### config.mk
export PLATFORM = sky130hd
export DESIGN_NAME = score_keeper
export DESIGN_NICKNAME = d
export VERILOG_FILES = /design/src/rtl/score_pkg.sv /design/src/rtl/bcd_counter2.sv /design/src/rtl/score_keeper.sv
export SDC_FILE = /design/constraint.sdc
export NUM_CORES = 1
export LEC_CHECK = 0
export ABC_AREA = 1
export BUFFER_PORTS_ARGS = -buffer_cell sky130_fd_sc_hd__buf_4
export CORE_MARGIN = 5
export CORE_UTILIZATION = 50
export DETAILED_ROUTE_END_ITERATION = 8
export PLACE_DENSITY = 0.79
export SLEW_MARGIN = 40
export SYNTH_ARGS = -nofsm -noshare
export SYNTH_HDL_FRONTEND = slang
export SYNTH_SLANG_ARGS = --single-unit
### constraint.sdc
create_clock -name Clk -period 2.02 [get_ports Clk]
set_input_delay 0 -clock Clk [delete_from_list [all_inputs] [get_ports Clk]]
set_output_delay 0 -clock Clk [all_outputs]
set_load 0.005 [all_outputs]
### src/rtl/score_pkg.sv
// Shared types and defaults for the boxhead score keeper.
package score_pkg;

    typedef enum logic [0:0] {
        IDLE = 1'b0,
        ADD  = 1'b1
    } state_t;

    localparam int MAX_SCORE_DEFAULT = 99;
    localparam int POINT_W_DEFAULT   = 4;
    localparam int SCORE_W           = 10;

    typedef logic [3:0] bcd_t;

endpackage

### src/rtl/bcd_counter2.sv
// Two-digit BCD up-counter that saturates at MAX_SCORE.
// It also keeps the binary total in step with the digits.
module bcd_counter2
    import score_pkg::*;
#(
    parameter int MAX_SCORE = MAX_SCORE_DEFAULT
) (
    input  logic               clk,
    input  logic               rst_n,
    input  logic               clr,
    input  logic               inc,
    output logic [SCORE_W-1:0] total,
    output bcd_t               tens,
    output bcd_t               units,
    output logic               at_max
);

    localparam logic [SCORE_W-1:0] MAX_T = SCORE_W'(MAX_SCORE);

    assign at_max = (total == MAX_T);

    // The binary total and the digits always move together, so they
    // describe the same value at every edge.
    always_ff @(posedge clk or negedge rst_n) begin
        if (!rst_n) begin
            total <= '0;
            tens  <= '0;
            units <= '0;
        end else if (clr) begin
            total <= '0;
            tens  <= '0;
            units <= '0;
        end else if (inc && !at_max) begin
            total <= total + SCORE_W'(1);
            if (units == 4'd9) begin
                units <= '0;
                tens  <= tens + 4'd1;
            end else begin
                units <= units + 4'd1;
            end
        end
    end

endmodule

### src/rtl/score_keeper.sv
// Accepts kill events from two sources and counts their points into a
// saturating two-digit score, tracking the session high score.
module score_keeper
    import score_pkg::*;
#(
    parameter int MAX_SCORE = MAX_SCORE_DEFAULT,
    parameter int POINT_W   = POINT_W_DEFAULT
) (
    input  logic               Clk,
    input  logic               Reset_n,
    input  logic               Restart,
    input  logic               Freeze,
    input  logic               A_valid,
    input  logic [POINT_W-1:0] A_points,
    output logic               A_ready,
    input  logic               B_valid,
    input  logic [POINT_W-1:0] B_points,
    output logic               B_ready,
    output logic [SCORE_W-1:0] Total_Score,
    output bcd_t               Ten_Digit,
    output bcd_t               Unit_Digit,
    output logic [SCORE_W-1:0] High_Score,
    output logic               Score_pulse,
    output state_t             dbg_state
);

    localparam logic [SCORE_W-1:0] MAX_T = SCORE_W'(MAX_SCORE);

    state_t               state;
    logic [POINT_W-1:0]   remaining;
    logic                 ready_q;
    logic                 pulse_q;
    logic [SCORE_W-1:0]   high_q;
    logic                 acc_a;
    logic                 acc_b;
    logic [POINT_W-1:0]   acc_points;
    logic                 start;
    logic                 inc;
    logic                 at_max;
    logic                 last_inc;
    logic [SCORE_W-1:0]   next_total;

    // Handshake: an event transfers on a rising edge where valid and ready
    // are both high; a source holds valid and points until that edge. A has
    // fixed priority, so B_ready drops whenever A_valid is high.
    assign A_ready    = ready_q & ~Restart;
    assign B_ready    = ready_q & ~Restart & ~A_valid;
    assign acc_a      = A_valid & A_ready;
    assign acc_b      = B_valid & B_ready;
    assign acc_points = acc_a ? A_points : B_points;

    // Zero-point, frozen or saturated events are consumed without effect.
    assign start = (acc_a | acc_b) && (acc_points != '0) && !Freeze && !at_max;

    assign inc        = (state == ADD) && !Restart;
    assign next_total = Total_Score + SCORE_W'(1);
    assign last_inc   = (remaining == POINT_W'(1)) || (next_total == MAX_T);

    bcd_counter2 #(
        .MAX_SCORE (MAX_SCORE)
    ) u_counter (
        .clk    (Clk),
        .rst_n  (Reset_n),
        .clr    (Restart),
        .inc    (inc),
        .total  (Total_Score),
        .tens   (Ten_Digit),
        .units  (Unit_Digit),
        .at_max (at_max)
    );

    always_ff @(posedge Clk or negedge Reset_n) begin
        if (!Reset_n) begin
            state     <= IDLE;
            remaining <= '0;
            ready_q   <= 1'b0;
            pulse_q   <= 1'b0;
        end else if (Restart) begin
            state     <= IDLE;
            remaining <= '0;
            ready_q   <= 1'b1;
            pulse_q   <= 1'b0;
        end else begin
            case (state)
                IDLE: begin
                    pulse_q <= 1'b0;
                    ready_q <= 1'b1;
                    if (start) begin
                        state     <= ADD;
                        remaining <= acc_points;
                        ready_q   <= 1'b0;
                    end
                end
                ADD: begin
                    // Leftover points are dropped when the score saturates.
                    if (last_inc) begin
                        state     <= IDLE;
                        remaining <= '0;
                        ready_q   <= 1'b1;
                        pulse_q   <= 1'b1;
                    end else begin
                        remaining <= remaining - POINT_W'(1);
                        pulse_q   <= 1'b0;
                    end
                end
                default: begin
                    state     <= IDLE;
                    remaining <= '0;
                    ready_q   <= 1'b1;
                    pulse_q   <= 1'b0;
                end
            endcase
        end
    end

    // Restart leaves the high score alone; only Reset_n clears it.
    always_ff @(posedge Clk or negedge Reset_n) begin
        if (!Reset_n) begin
            high_q <= '0;
        end else if (inc && !at_max && (next_total > high_q)) begin
            high_q <= next_total;
        end
    end

    assign High_Score  = high_q;
    assign Score_pulse = pulse_q;
    assign dbg_state   = state;

endmodule

==> results.py <==
metrics = {
    "run_status": {
        "status": "complete, but fails checks",
        "violations": "negative setup slack",
    },
    "worst_setup_path": {
        "slowest_stage": "dfrtp_1",
        "end_kind": "flop",
        "path_class": "reg -> reg",
        "cpPeakStageDelay_ns": 0.43,
        "path_delay_family": "simple AND/OR/NAND/NOR gates",
        "worstPathArrival_ns": 2.35,
        "crit_path_max_fanout": 7,
        "path_buf_inv": 1,
        "worstPathCellList": "ha_2, nand2_2, inv_2, nand2_2, xor2_2, ha_1, nand2_1, nor2_1, nand2_1, nor2_4, nor2_4, nand2_4, nand2_2, nand2_2",
        "cp_common_cell": "nand2_2",
        "required_ns": 2.20,
        "startpoint_type": "flop",
    },
    "cells_and_area": {
        "final_common_cell": "buf_4",
        "nets": 438,
        "layout_common_cells": "buf_4, nand2_1, inv_1",
        "syn2layout_area_growth_pct": 47.2,
        "n_antenna_cell": 0,
        "drive_gt1_frac": 0.393,
        "finalNonFillerCells": 464,
    },
    "logic_synthesis": {
        "synth_top_family_by_area": "simple AND/OR/NAND/NOR gates",
        "synth_area_um2": 2280,
        "synth_fp_nets": 345,
        "ys_ff_latch": 35,
        "synth_adder_area_share": 0.0712,
        "ys_types": 30,
        "synthCells": 318,
        "syn_area_per_cell_um2": 7.18,
        "synth_xor_area_frac": 0.0186,
        "synth_compound_area_frac": 0.0816,
        "synth-simple-area-share": 0.335,
        "synth.area.mux_share": 0.00876,
        "yosysWarnings": 0,
        "seq_area_frac_synth": 0.383,
    },
    "placement": {
        "place_congestion": 0.887,
        "dp_cells": 444,
        "port_buffers": 45,
        "dp_hpwl_mm": 4.56,
        "dp_slack_ns": -0.361,
    },
    "power_and_ir_drop": {
        "peakVddDrop_mv": 0.388,
        "powerDensity_nw_per_um2": 611,
        "leakagePower_nw": 1.82,
    },
    "die": {
        "start_util": 0.521,
        "num_rows": 24,
        "die_x_um": 77.6,
        "io_pins": 46,
        "die_h_um": 77.6,
        "fp.coreArea_um2": 4380,
        "die_area_um2": 6020,
    },
    "sta": {
        "layout_min_cycle_time_ns": 2.17,
        "rsz0062_at_grt": "yes",
        "worst_slew_pin_slew_ns": 0.447,
        "setup_viol": 10,
        "finalCritPeriodShare": 1.07,
        "hold_violations": 0,
        "timing.final.ws_setup_ns": -0.150,
        "max_clock_freq_mhz": 461,
        "finalMaxSlewViolations": 0,
        "fin_worst_skew_ns": 0.00565,
        "slew_headroom": 0.702,
    },
    "routing": {
        "drt_iter0_drc": 63,
        "first_pass_iters": 4,
        "wirelength_mm": 6.30,
        "antenna_left": 0,
        "vias": 2412,
        "drc_errors": 0,
        "routed_via_density": 5.20,
        "wl_per_cell_um": 13.6,
    },
    "min_path": {
        "hold_class": "in -> reg",
    },
    "global_route": {
        "grt_max_degree": 36,
        "grt_first_pass_wirelength_mm": 10.6,
        "antenna_found_initial": 0,
        "track_usage": 0.213,
        "grt_pass1_vias": 2422,
        "grt_overflow": 0,
    },
    "clock_tree": {
        "cts.reportedPaths.clkPinSlew_ns": 0.07,
        "ctsHtreeMaxLevel": 2,
        "clk_latency_ns": 0.29,
        "cts_buffers": 5,
        "cts.path.max_buffers": 2,
        "cts_sinks": 35,
        "cts-root-buf": "clkbuf_8",
        "cts_tree": "built",
    },
    "flow_run": {
        "maxCapViolCount": 0,
    },
}
-- flip-flops by register name, indices dropped and copies added (netlist names) --
| register | count |
|---|---|
| High_Score | 10 |
| u_counter.total | 10 |
| remaining | 4 |
| u_counter.tens | 4 |
| u_counter.units | 4 |
| Score_pulse | 1 |
| dbg_state | 1 |
| ready_q | 1 |
-- cell usage after synthesis --
cell | number | area share
nor2_2 | 6 | 0.016
ha_1 | 13 | 0.071
xor2_1 | 3 | 0.012
nand4_1 | 3 | 0.0082
a21oi_1 | 7 | 0.015
buf_6 | 1 | 0.0049
buf_2 | 2 | 0.0044
dfrtp_1 | 35 | 0.38
nor3_1 | 5 | 0.011
nor2_1 | 25 | 0.041
and3_1 | 1 | 0.0027
nand3b_1 | 2 | 0.0066
mux2i_1 | 2 | 0.0088
clkinv_1 | 1 | 0.0016
o211a_1 | 1 | 0.0044
o21a_1 | 1 | 0.0033
o21ai_0 | 12 | 0.026
nand2_1 | 92 | 0.15
nand2_2 | 7 | 0.019
inv_1 | 50 | 0.082
xor2_2 | 1 | 0.0071
o21ai_2 | 1 | 0.0038
o21bai_1 | 2 | 0.0066
nand3_2 | 2 | 0.0088
buf_4 | 2 | 0.0066
nand3_1 | 32 | 0.070
o21ai_1 | 1 | 0.0022
o31ai_1 | 1 | 0.0033
inv_2 | 1 | 0.0016
o22ai_1 | 6 | 0.016
-- worst register-to-register path, stage by stage, from the launching register on --
cell     delay, ns
dfrtp_1       0.43
ha_2          0.24
nand2_2       0.08
inv_2         0.05
nand2_2       0.06
xor2_2        0.16
ha_1          0.31
nand2_1       0.07
nor2_1        0.04
nand2_1       0.09
nor2_4        0.06
nor2_4        0.21
nand2_4       0.12
nand2_2       0.09
nand2_2       0.04
-- cell families after synthesis --
family	Yosys count
and+or+nand+nor	175
buffers and inverters	57
DFF	35
AOI/OAI and AO/OA	32
adders and majority gates	13
xor gates and xnor gates	4
muxes	2
-- cell type report --
cell class | count | area [um2]
inverter | 52 | 198
sequential | 35 | 877
clock inverter | 2 | 35.0
tap | 52 | 65.1
timing repair buffer | 89 | 688
fill | 322 | 1020
multi-input combinational | 228 | 1420
clock buffer | 6 | 82.6
-- what timing repair did --
| item | CTS | global route |
|---|---|---|
| pin swaps | 7 | 22 |
| setup endpoints to repair | 15 | 26 |
| hold buffers | 2 | 0 |
| gates cloned | 3 | 0 |
| setup buffers | 6 | 2 |
| hold endpoints to repair | 37 | 0 |
| resized for setup | 25 | 36 |
-- per-layer routing --
metal	routed length, um	vias up	track usage
li1	-	1198	-
met1	2550	1151	0.255
met2	3340	52	0.371
met3	270	11	0.0486
met4	136	0	0.0739
met5	0	-	0
-- stage by stage --
step	area [um2]	util	power (W)	setup TNS, ns	hold slack (ns)
floorplan	2320	-	0.00110	-0.248	-0.296
global placement	2940	0.671	0.00127	-2.35	-0.0254
detailed placement	2940	0.671	0.00129	-3.33	-0.0180
CTS	3240	0.739	0.00204	-0.812	0.166
global route	3360	0.767	0.00219	-3.05	0.203
finish	3360	0.767	0.00205	-1.27	0.177
-- report_power, final --
part	leakage (nW)	switching, W	internal [W]	total (W)
combinational	1.29	0.000308	0.000258	0.000566
clock	0.0612	0.000264	0.000399	0.000664
sequential	0.472	0.0000654	0.000759	0.000824
total	1.82	0.000638	0.00142	0.00205
-- worst paths after layout --
path	cells after the start	slack (ns)	startpoint	to
worst min register to register	1	0.51	u_counter.tens[2]$_DFFE_PN0P_	u_counter.tens[2]$_DFFE_PN0P_
worst max register to register	14	-0.15	u_counter.total[0]$_DFFE_PN0P_	High_Score[5]$_DFFE_PN0P_
min in group asynchronous	2	0.20	Reset_n	High_Score[3]$_DFFE_PN0P_
worst min-delay path	5	0.18	A_points[2]	remaining[2]$_DFFE_PN0P_
worst max-delay path	14	-0.15	u_counter.total[0]$_DFFE_PN0P_	High_Score[5]$_DFFE_PN0P_
max in group asynchronous	2	1.49	Reset_n	u_counter.total[3]$_DFFE_PN0P_
Power figures use the tool's default switching activity.
